===== src/rtl/matrix_scan_ctrl.sv =====
// matrix_scan_ctrl: scan controller for a row-multiplexed LED matrix panel.
// Shifts COLS pixels per row and bit-plane, then blanks, latches and displays.
// Rows advance after all PLANES planes. The scroll offset advances once per frame.
//
// Ports:
//   clk        - sole clock, posedge
//   reset      - asynchronous, active-high
//   enable     - run request, sampled in IDLE and at frame end
//   sclk       - panel shift clock
//   latch      - panel data latch strobe
//   blank      - panel output disable (1 = dark)
//   row_addr   - current scan row
//   col_addr   - column whose pixel data is on the shift bus
//   plane      - current bit-plane
//   offset     - horizontal scroll offset for the pixel source
//   frame_done - one-cycle pulse on the last display cycle of a frame
//
// Build option: define MATRIX_SCAN_BCM_EN for binary-coded modulation.
// With it, DISPLAY lasts DIV*2^plane cycles. Without it, DISPLAY lasts DIV cycles.
//
// All outputs are registered from the current state and counters.
// They therefore trail the internal FSM by one cycle.
module matrix_scan_ctrl #(
  parameter int unsigned COLS   = 32,
  parameter int unsigned ROWS   = 8,
  parameter int unsigned PLANES = 4,
  parameter int unsigned DIV    = 4
) (
  input  logic                                      clk,
  input  logic                                      reset,
  input  logic                                      enable,
  output logic                                      sclk,
  output logic                                      latch,
  output logic                                      blank,
  output logic [$clog2(ROWS)-1:0]                   row_addr,
  output logic [$clog2(COLS)-1:0]                   col_addr,
  output logic [(PLANES > 1 ? $clog2(PLANES) : 1)-1:0] plane,
  output logic [$clog2(COLS)-1:0]                   offset,
  output logic                                      frame_done
);

  localparam int unsigned ROW_W   = $clog2(ROWS);
  localparam int unsigned COL_W   = $clog2(COLS);
  localparam int unsigned PLANE_W = (PLANES > 1) ? $clog2(PLANES) : 1;
`ifdef MATRIX_SCAN_BCM_EN
  localparam int unsigned DISP_MAX = DIV << (PLANES - 1);
`else
  localparam int unsigned DISP_MAX = DIV;
`endif
  localparam int unsigned TICK_W  = (DISP_MAX > 1) ? $clog2(DISP_MAX) : 1;

  typedef enum logic [2:0] {
    IDLE, SHIFT_LO, SHIFT_HI, BLANK, LATCH, DISPLAY
  } state_t;

  state_t               state_q, state_d;
  logic [TICK_W-1:0]    tick_q, tick_d;
  logic [COL_W-1:0]     col_q, col_d;
  logic [ROW_W-1:0]     row_q, row_d;
  logic [PLANE_W-1:0]   plane_q, plane_d;
  logic [COL_W-1:0]     off_q, off_d;
  logic                 frame_end_c;
  logic                 phase_last_c;
  logic                 disp_last_c;

  // End of a DIV-cycle phase, and end of the display window for the current plane.
  assign phase_last_c = (tick_q == TICK_W'(DIV - 1));
`ifdef MATRIX_SCAN_BCM_EN
  assign disp_last_c  = (tick_q == TICK_W'((DIV << plane_q) - 1));
`else
  assign disp_last_c  = phase_last_c;
`endif

  // State and counter registers.
  always_ff @(posedge clk or posedge reset) begin
    if (reset) begin
      state_q <= IDLE;
      tick_q  <= '0;
      col_q   <= '0;
      row_q   <= '0;
      plane_q <= '0;
      off_q   <= '0;
    end else begin
      state_q <= state_d;
      tick_q  <= tick_d;
      col_q   <= col_d;
      row_q   <= row_d;
      plane_q <= plane_d;
      off_q   <= off_d;
    end
  end

  // Next-state and counter update logic.
  always_comb begin
    state_d     = state_q;
    tick_d      = tick_q + TICK_W'(1);
    col_d       = col_q;
    row_d       = row_q;
    plane_d     = plane_q;
    off_d       = off_q;
    frame_end_c = 1'b0;
    case (state_q)
      IDLE: begin
        tick_d = '0;
        if (enable) state_d = SHIFT_LO;
      end
      SHIFT_LO: begin
        if (phase_last_c) begin
          tick_d  = '0;
          state_d = SHIFT_HI;
        end
      end
      SHIFT_HI: begin
        if (phase_last_c) begin
          tick_d = '0;
          if (col_q == COL_W'(COLS - 1)) begin
            col_d   = '0;
            state_d = BLANK;
          end else begin
            col_d   = col_q + COL_W'(1);
            state_d = SHIFT_LO;
          end
        end
      end
      BLANK: begin
        if (phase_last_c) begin
          tick_d  = '0;
          state_d = LATCH;
        end
      end
      LATCH: begin
        if (phase_last_c) begin
          tick_d  = '0;
          state_d = DISPLAY;
        end
      end
      DISPLAY: begin
        if (disp_last_c) begin
          tick_d  = '0;
          state_d = SHIFT_LO;
          if (plane_q == PLANE_W'(PLANES - 1)) begin
            plane_d = '0;
            if (row_q == ROW_W'(ROWS - 1)) begin
              row_d       = '0;
              off_d       = (off_q == COL_W'(COLS - 1)) ? '0 : off_q + COL_W'(1);
              frame_end_c = 1'b1;
              // Enable is only honoured at a frame boundary.
              if (!enable) state_d = IDLE;
            end else begin
              row_d = row_q + ROW_W'(1);
            end
          end else begin
            plane_d = plane_q + PLANE_W'(1);
          end
        end
      end
      default: begin
        state_d = IDLE;
        tick_d  = '0;
      end
    endcase
  end

  // Registered panel outputs, decoded from the current state.
  always_ff @(posedge clk or posedge reset) begin
    if (reset) begin
      sclk       <= 1'b0;
      latch      <= 1'b0;
      blank      <= 1'b1;
      frame_done <= 1'b0;
      row_addr   <= '0;
      col_addr   <= '0;
      plane      <= '0;
      offset     <= '0;
    end else begin
      sclk       <= (state_q == SHIFT_HI);
      latch      <= (state_q == LATCH);
      blank      <= (state_q != DISPLAY);
      frame_done <= frame_end_c;
      row_addr   <= row_q;
      col_addr   <= col_q;
      plane      <= plane_q;
      offset     <= off_q;
    end
  end

endmodule


===== config.mk =====
export PLATFORM = sky130hd
export DESIGN_NAME = matrix_scan_ctrl
export DESIGN_NICKNAME = d
export VERILOG_FILES = /design/src/rtl/matrix_scan_ctrl.sv
export SDC_FILE = /design/constraint.sdc
export NUM_CORES = 1
export LEC_CHECK = 0
export CORE_MARGIN = 2
export CORE_UTILIZATION = 48
export CTS_CLUSTER_SIZE = 16
export DETAILED_ROUTE_END_ITERATION = 16
export GPL_TIMING_DRIVEN = 0
export PLACE_DENSITY = 0.82
export SYNTH_ARGS = -nofsm -noshare
export SYNTH_HDL_FRONTEND = slang
export SYNTH_SLANG_ARGS = --single-unit

===== constraint.sdc =====
create_clock -name clk -period 1.4 [get_ports clk]
set_input_delay 0.28 -clock clk [delete_from_list [all_inputs] [get_ports clk]]
set_output_delay 0.28 -clock clk [all_outputs]
set_load 0.005 [all_outputs]

==> impl_metrics.toml, run 1 <==
[outcome]
status = "finished, violations left"
violations = "setup timing"

[worst_setup_path]
cp_max_fo = 2
cp_slowest_cell = "dfrtp_1"
critPathRequiredTime_ps = 1660
cp_slowest_stage_delay_ps = 410
critPathTopFamily = "simple AND/OR/NAND/NOR gates"
start_kind = "register"
cp_cell_sequence = "ha_2 > and3_4 > ha_4 > or3_4 > o211ai_1"
end_kind = "register"
worstPathArrival_ps = 1840
path_buf_inv = 0
critPathKind = "register to register"

[synth]
yosysWarnings = 0
ys_types = 35
avgSynthCellArea_sq_um = 13.39
synthAdderAreaFrac = 0.06334
yosysTopAreaCellShare = 0.6017
yosys.area_share.simple = 0.1386
netlist_instances = 118
yosysSeqAreaShare = 0.6184
synth_flop_cell = "dfrtp_1"
async_flop_share = 1.000
netlist_top_cells_area = "dfrtp_1, ha_1, mux2_4"
synth_xor_area_frac = 0
synth_top_area_cell = "dfrtp_1"
synth_edf_count = 0
synth_compound_area_frac = 0.09660
synth.cell_area_sq_um = 1580
synth_fp_nets = 129
ys_ff_latch = 39
synth_top_family_by_area = "simple AND/OR/NAND/NOR gates"
synth.mux.area_fraction = 0.05701

[place]
dp_hpwl_um = 1872
place_ws_ps = -516.9
port_buffers = 21
gp_congestion = 0.7625

[grt]
grt_pass1_vias = 1169
overflow = 0
grt_use_total = 0.2080
grt_pass1_wl_um = 5409
antenna_found_initial = 0
grt_max_degree = 40

[timing]
fmax_mhz = 629.9
worst_slack_ps = -187.5
tightest_slew_ps = 790.0
fin_crit_ps = 1587
grt_setup_unrepaired = "true"
fin_skew_ps = 12.14
hold_viol_final = 0
whs_ps = 408.7
setup_viol = 8
period_share = 1.134
slew_headroom = 0.4722
drv_slew = 0

[floorplanning]
die_w_um = 61.38
fp.dieH_um = 61.38
rows = 20
dieArea_sq_um = 3767
ios = 22
start_util = 0.5093
core_area_sq_um = 3103

[clock_tree]
cts_buffer_depth = 2
clk_pin_slew_ps = 110
clock-sinks = 39
cts-root-buf = "clkbuf_4"
cts_tree = "built"
cts_made_buffers = 5
clock_latency_ps = 350
htree_levels = 2
postCtsHoldBufs = 0

[routing]
postRouteAntennaNets = 0
wl_per_cell_um = 17.27
drc_errors = 0
avgViaCountPerCell = 5.344
postRouteWirelength_um = 3662
dr.pass1.iters = 4
drt_iter0_drc = 51
route.vias.total = 1133

[power_and_ir_drop]
power.internal_w = 0.002143
power_frac_seq = 0.469
swShare = 0.3323
powerDensity_nw_per_um2 = 1429
power_frac_comb = 0.349
ir_worst_vdd_mv = 0.7353
p_leak_nw = 1.135
p_clk_frac = 0.182
p_switching_w = 0.001067

[finish]
nets = 179
final_util = 0.7238
area_delta_synth_final_pct = 42.12
layout-drive-gt1-share = 0.4286
n_antenna_cell = 0

[worst_hold_path]
hp-class = "input port to async pin"

[flow_run]
maxCapViolCount = 0
## flip-flops by register name (all words and copies together), names as in the netlist
register    cells
row_addr        3
state_q         3
off_q           5
tick_q          2
col_q           5
plane           2
row_q           3
offset          5
latch           1
sclk            1
frame_done      1
col_addr        5
plane_q         2
blank           1
## power groups by stage
stage,Clock [W],Combinational (W),Sequential (W)
after CTS,0.000590,0.000931,0.00149
after global routing,0.000628,0.00124,0.00152
after global placement,0,0.000729,0.00150
final,0.000584,0.00112,0.00150
after floorplan,0,0.000517,0.00149
after detailed placement,0,0.000791,0.00152
## layout make-up
type,count,area (sq um)
flip-flops and latches,39,978.4
fillers,213,857.1
multi-input cells,71,742.0
repair buffers,44,377.9
well taps,44,55.05
clock buffers,6,51.30
inverters,4,21.27
plain buffers,3,15.01
clock inverters,1,5.005
## metrics by stage
stage | instances | instance area [sq um] | TNS [ps] | power, W
2_1_floorplan | 118 | 1593 | -440.5 | 0.002005
3_3_place_gp | 183 | 1858 | -18430 | 0.002224
3_5_place_dp | 183 | 1858 | -21700 | 0.002310
4_1_cts | 205 | 2108 | -555.5 | 0.003007
5_1_grt | 212 | 2246 | -1248 | 0.003387
6_report | 212 | 2246 | -737.3 | 0.003209
## final timing paths
| path | to | slack [ps] | start | cells after the start |
|---|---|---|---|---|
| setup / recovery | off_q[3] | -190 | off_q[0] | 5 |
| hold / removal | col_q[1] | 410 | reset | 2 |
| setup reg to reg | off_q[3] | -190 | off_q[0] | 5 |
| hold reg to reg | plane[1] | 430 | plane_q[1] | 0 |
| max in group asynchronous | col_q[0] | 510 | reset | 2 |
| min in group clk | plane[1] | 430 | plane_q[1] | 0 |
## kinds of logic (layout without fill, tap and decap cells)
group	Yosys count	after routing
buf+inv	8	58
fa+ha+maj	8	8
mux	7	7
simple gates	33	33
flops	39	39
compound gates	23	23
## timing repair
item | in CTS | in global routing
setup endpoints to repair | 70 | 18
pin swaps | 9 | 12
resized for setup | 43 | 21
setup buffers | 15 | 8
## synth_stat cells, types with 2 or more instances
| master | instances |
|---|---|
| dfrtp_1 | 38 |
| ha_1 | 8 |
| o21ai_0 | 8 |
| nor2_1 | 7 |
| nand2_1 | 5 |
| nand2b_1 | 5 |
| a21o_1 | 3 |
| buf_2 | 3 |
| inv_1 | 3 |
| mux2_4 | 3 |
| o31ai_1 | 3 |
| a21oi_1 | 2 |
| and3_1 | 2 |
| mux2_1 | 2 |
| mux2_2 | 2 |
| nand3_1 | 2 |
| nand3b_1 | 2 |
| nor3_1 | 2 |
| or2_4 | 2 |
## cell usage in the layout (no fill, tap or decap), drive strengths merged, types with 2 or more instances in the layout
cell type,n
or2,3
mux2,7
nand3b,2
clkbuf,7
dfrtp,38
a21oi,2
nand2b,5
clkdlybuf4s50,2
dlygate4sd2,18
nand3,2
o21ai,8
nor3,2
buf,26
nand2,5
nor2,7
ha,8
o31ai,3
inv,3
and3,2
a21o,3
## routing by layer
metal	vias to the layer above	GRT usage	wire (um)
met5	-	0	0
met4	0	0.1307	132
met3	11	0.06092	161
met2	37	0.3389	1889
met1	569	0.2408	1478
li1	516	-	-
No activity file was read; power rests on OpenSTA's default activity.
==> inputs of run 2 (changes only) <==
Settings changed: ABC_AREA set to 0, PLACE_DENSITY 0.82 to 0.81.
==> run 2 against run 1 <==
Net effect:
- the run still ends with setup timing left
- total power grew 3.7%
- core utilization rose by 1.0 points
- fmax shrank 2.8%
- cell area grew 1.4%
- critical path type unchanged
- critical endpoint unchanged
- highest routed layer unchanged
==> impl_metrics.toml, run 2 (synthesis results as in run 1) <==
[worst_setup_path]
rr_startpoint = "off_q[1]"
crit_path_start = "off_q[1]"
worstPathArrival_ps = 1900
cp_max_fo = 4
critPathKind = "register to register"
end_kind = "register"
start_kind = "register"
critPathRequiredTime_ps = 1660

[power_and_ir_drop]
ir_worst_vdd_mv = 1.112
powerDensity_nw_per_um2 = 1461
p_leak_nw = 1.185
power_w = 0.003327

[timing]
fin_skew_ps = 13.01
whs_ps = 406.7
fin_crit_ps = 1633
grt_setup_unrepaired = "true"
fmax_mhz = 612.2
slew_headroom = 0.4623
setup_viol = 9
worst_slack_ps = -233.4
tightest_slew_ps = 804.9
hold_viol_final = 0
tns_ps = -697.8
drv_slew = 0
period_share = 1.167

[routing]
wl_per_cell_um = 16.74
route.vias.total = 1138
drt_iter0_drc = 34
postRouteAntennaNets = 0
drc_errors = 0
postRouteWirelength_um = 3599
avgViaCountPerCell = 5.293
dr.pass1.iters = 4

[floorplanning]
rows = 20
fp.dieH_um = 61.38
ios = 22
core_area_sq_um = 3103
dieArea_sq_um = 3767
die_w_um = 61.38
start_util = 0.5093

[finish]
layout-drive-gt1-share = 0.4327
layout_commonest_cell = "dfrtp_1"
n_antenna_cell = 0
design_area_sq_um = 2277
area_delta_synth_final_pct = 44.10
nets = 181
layout_common_cells = "dfrtp_1, buf_4, dlygate4sd2_1"
fillers = 206

[place]
port_buffers = 21
placed_area_sq_um = 1858
gp_congestion = 0.7264
dp_hpwl_um = 1792

[grt]
grt_use_total = 0.1978
grt_pass1_wl_um = 5112
overflow = 0
grt_pass1_vias = 1100
grt_max_degree = 40
antenna_found_initial = 0

[worst_hold_path]
hp-class = "input port to async pin"

[flow_run]
maxCapViolCount = 0

[clock_tree]
htree_levels = 2
cts_tree = "built"
clock-sinks = 39
clk_pin_slew_ps = 130
cts-root-buf = "clkbuf_4"
cts_made_buffers = 5
clock_latency_ps = 360
cts_buffer_depth = 2

[outcome]
status = "finished, violations left"
violations = "setup timing"
==> run 2: cell types whose count changed in the layout (fill, tap and decap cells not counted), sizes merged <==
cell    before  now
buf         26   28
bufinv       0    1
==> run 2: cell type report <==
cell class | count | area (sq um) | share of cell area
plain buffers | 3 | 15.01 | 0.006593
clock buffers | 6 | 51.30 | 0.02253
clock inverters | 2 | 35.03 | 0.01538
inverters | 4 | 21.27 | 0.009341
multi-input cells | 71 | 729.5 | 0.3203
flip-flops and latches | 39 | 977.2 | 0.4291
well taps | 44 | 55.05 | 0.02418
repair buffers | 46 | 392.9 | 0.1725
==> run 2: path summary, 6_finish.rpt <==
check | end | cells after the start | slack (ps)
worst min-delay path | frame_done | 2 | 410
min in group clk | plane[1] | 0 | 420
worst max register to register | off_q[3] | 5 | -230
worst min register to register | plane[1] | 0 | 420
max in group asynchronous | plane[1] | 2 | 540
worst max-delay path | off_q[3] | 5 | -230
==> run 2: per-layer routing <==
layer	global-route usage	up-vias	share of wire
li1	-	520	-
met1	0.2297	585	0.44
met2	0.3237	26	0.51
met3	0.07983	7	0.041
met4	0.08815	0	0.011
met5	0	-	0
==> run 2: worst max-delay path: stages (launching register included) <==
cell	delay (ps)
dfrtp_1	420
ha_2	190
and3_4	180
ha_4	170
or3_1	330
o211ai_1	250
==> run 2: repair_timing <==
item	in CTS	in global routing
setup endpoints to repair	71	18
pin swaps	8	11
hold buffers	0	0
resized for setup	36	27
buffers inserted	18	8
==> run 2: metrics by stage <==
step,utilization,setup slack [ps],cells
6_report,0.7339,-233.4,215
5_1_grt,0.7339,-292.1,215
4_1_cts,0.6863,-122.4,209
3_5_place_dp,0.5988,-531.3,183
3_3_place_gp,0.5988,-472.5,183
2_1_floorplan,-,-109.3,118
==> run 2: report_power, final <==
group	internal [W]	switching, W
clock network	0.000422	0.000389
registers	0.00133	0.000157
logic	0.000553	0.000475
total	0.00230	0.00102
==> inputs of run 3 (changes only) <==
Settings changed: TNS_END_PERCENT set to 50.
==> run 3 against run 2 <==
Net effect:
- worst setup slack better by 33 ps
- flip-flop and latch count stayed put
- largest power group unchanged
- first-iteration DRC count is 29% higher
- the flow still finishes with violations (setup timing)
- critical endpoint unchanged
- count of clock-buffer cells in the layout stayed put
==> impl_metrics.toml, run 3 (synthesis results as in run 1) <==
[routing]
drc_errors = 0
dr.pass1.iters = 4
postRouteWirelength_um = 3442
wl_per_cell_um = 16.31
drt_iter0_drc = 44
avgViaCountPerCell = 5.270
route.vias.total = 1112
postRouteAntennaNets = 0

[floorplanning]
core_area_sq_um = 3103
die_w_um = 61.38
ios = 22
rows = 20
dieArea_sq_um = 3767
fp.dieH_um = 61.38
start_util = 0.5093

[grt]
grt_max_degree = 40
grt_pass1_vias = 1056
grt_use_total = 0.1892
overflow = 0
grt_pass1_wl_um = 4988
antenna_found_initial = 0

[clock_tree]
clock-sinks = 39
clk_pin_slew_ps = 120
cts-root-buf = "clkbuf_4"
cts_made_buffers = 5
cts_tree = "built"
cts_buffer_depth = 2
clock_latency_ps = 340
htree_levels = 2

[worst_hold_path]
min_from = "plane_q[1]"
hp-class = "register to register"

[timing]
worst_slack_ps = -200.6
grt_setup_unrepaired = "true"
period_share = 1.143
tns_ps = -1187
fmax_mhz = 624.8
slew_headroom = 0.4634
hold_viol_final = 0
tightest_slew_ps = 803.2
fin_crit_ps = 1601
setup_viol = 12
fin_skew_ps = 9.162
drv_slew = 0

[finish]
layout-drive-gt1-share = 0.4012
n_antenna_cell = 0
final_util = 0.7105
design_area_sq_um = 2205
area_delta_synth_final_pct = 39.51
nets = 177
layout_common_cells = "dfrtp_1, buf_4, dlygate4sd2_1"
layout_commonest_cell = "dfrtp_1"

[worst_setup_path]
path_buf_inv = 0
cp_slowest_stage_delay_ps = 420
critPathRequiredTime_ps = 1650
end_kind = "register"
cp_slowest_cell = "dfrtp_1"
rr_startpoint = "off_q[1]"
critPathKind = "register to register"
cp_cell_sequence = "ha_2 > and3_4 > ha_4 > or3_1 > o211ai_1"
crit_path_start = "off_q[1]"
worstPathArrival_ps = 1850
critPathTopFamily = "simple AND/OR/NAND/NOR gates"
start_kind = "register"
cp_max_fo = 4

[power_and_ir_drop]
p_leak_nw = 1.156
ir_worst_vdd_mv = 1.151
powerDensity_nw_per_um2 = 1473

[place]
port_buffers = 21
gp_congestion = 0.7264
placed_area_sq_um = 1858
dp_hpwl_um = 1792

[outcome]
status = "finished, violations left"
violations = "setup timing"

[flow_run]
maxCapViolCount = 0
[run 3: what timing repair did]
item,in CTS,in global routing
setup buffers,12,8
pin swaps,6,8
resized for setup,35,16
gates cloned,0,0
setup endpoints to repair,71,17
hold endpoints to repair,0,0
hold buffers,0,0
[run 3: where the power goes]
| group | switching, W | internal (W) | total (W) | leakage, nW |
|---|---|---|---|---|
| clock network | 0.000354 | 0.000422 | 0.000776 | 0.0482 |
| registers | 0.000178 | 0.00134 | 0.00151 | 0.524 |
| logic | 0.000450 | 0.000507 | 0.000957 | 0.584 |
[run 3: final timing paths]
check | to | slack, ps | depth (start not counted)
worst max-delay path | off_q[3] | -200 | 5
worst min-delay path | plane[1] | 410 | 0
worst max register to register | off_q[3] | -200 | 5
worst min register to register | plane[1] | 410 | 0
max in group asynchronous | col_q[0] | 490 | 2
min in group asynchronous | off_q[3] | 430 | 2
[run 3: layout make-up]
cell class | count | area, sq um
Sequential cell | 39 | 979.7
Inverter | 4 | 21.27
Timing Repair Buffer | 41 | 341.6
Tap cell | 44 | 55.05
Fill cell | 225 | 898.4
Clock inverter | 2 | 35.03
Multi-Input combinational cell | 71 | 694.4
Buffer | 4 | 26.28
Clock buffer | 6 | 51.30
[run 3: through the flow]
stage	setup slack (ps)	hold WS [ps]	power, W	instances
3_5_place_dp	-531.3	389.4	0.002274	183
2_1_floorplan	-109.3	372.4	0.002005	118
4_1_cts	-122.4	414.0	0.003050	203
3_3_place_gp	-472.5	383.2	0.002221	183
6_report	-200.6	412.5	0.003247	211
5_1_grt	-251.7	443.3	0.003440	211
[run 3: routing by layer]
| layer | vias to the layer above | wire (um) | track usage | part of all wire |
|---|---|---|---|---|
| met5 | - | 0 | 0 | 0 |
| met4 | 0 | 67 | 0.08815 | 0.019 |
| met3 | 7 | 146 | 0.05672 | 0.042 |
| met2 | 24 | 1773 | 0.3116 | 0.52 |
| met1 | 563 | 1455 | 0.2293 | 0.42 |
| li1 | 518 | - | - | - |
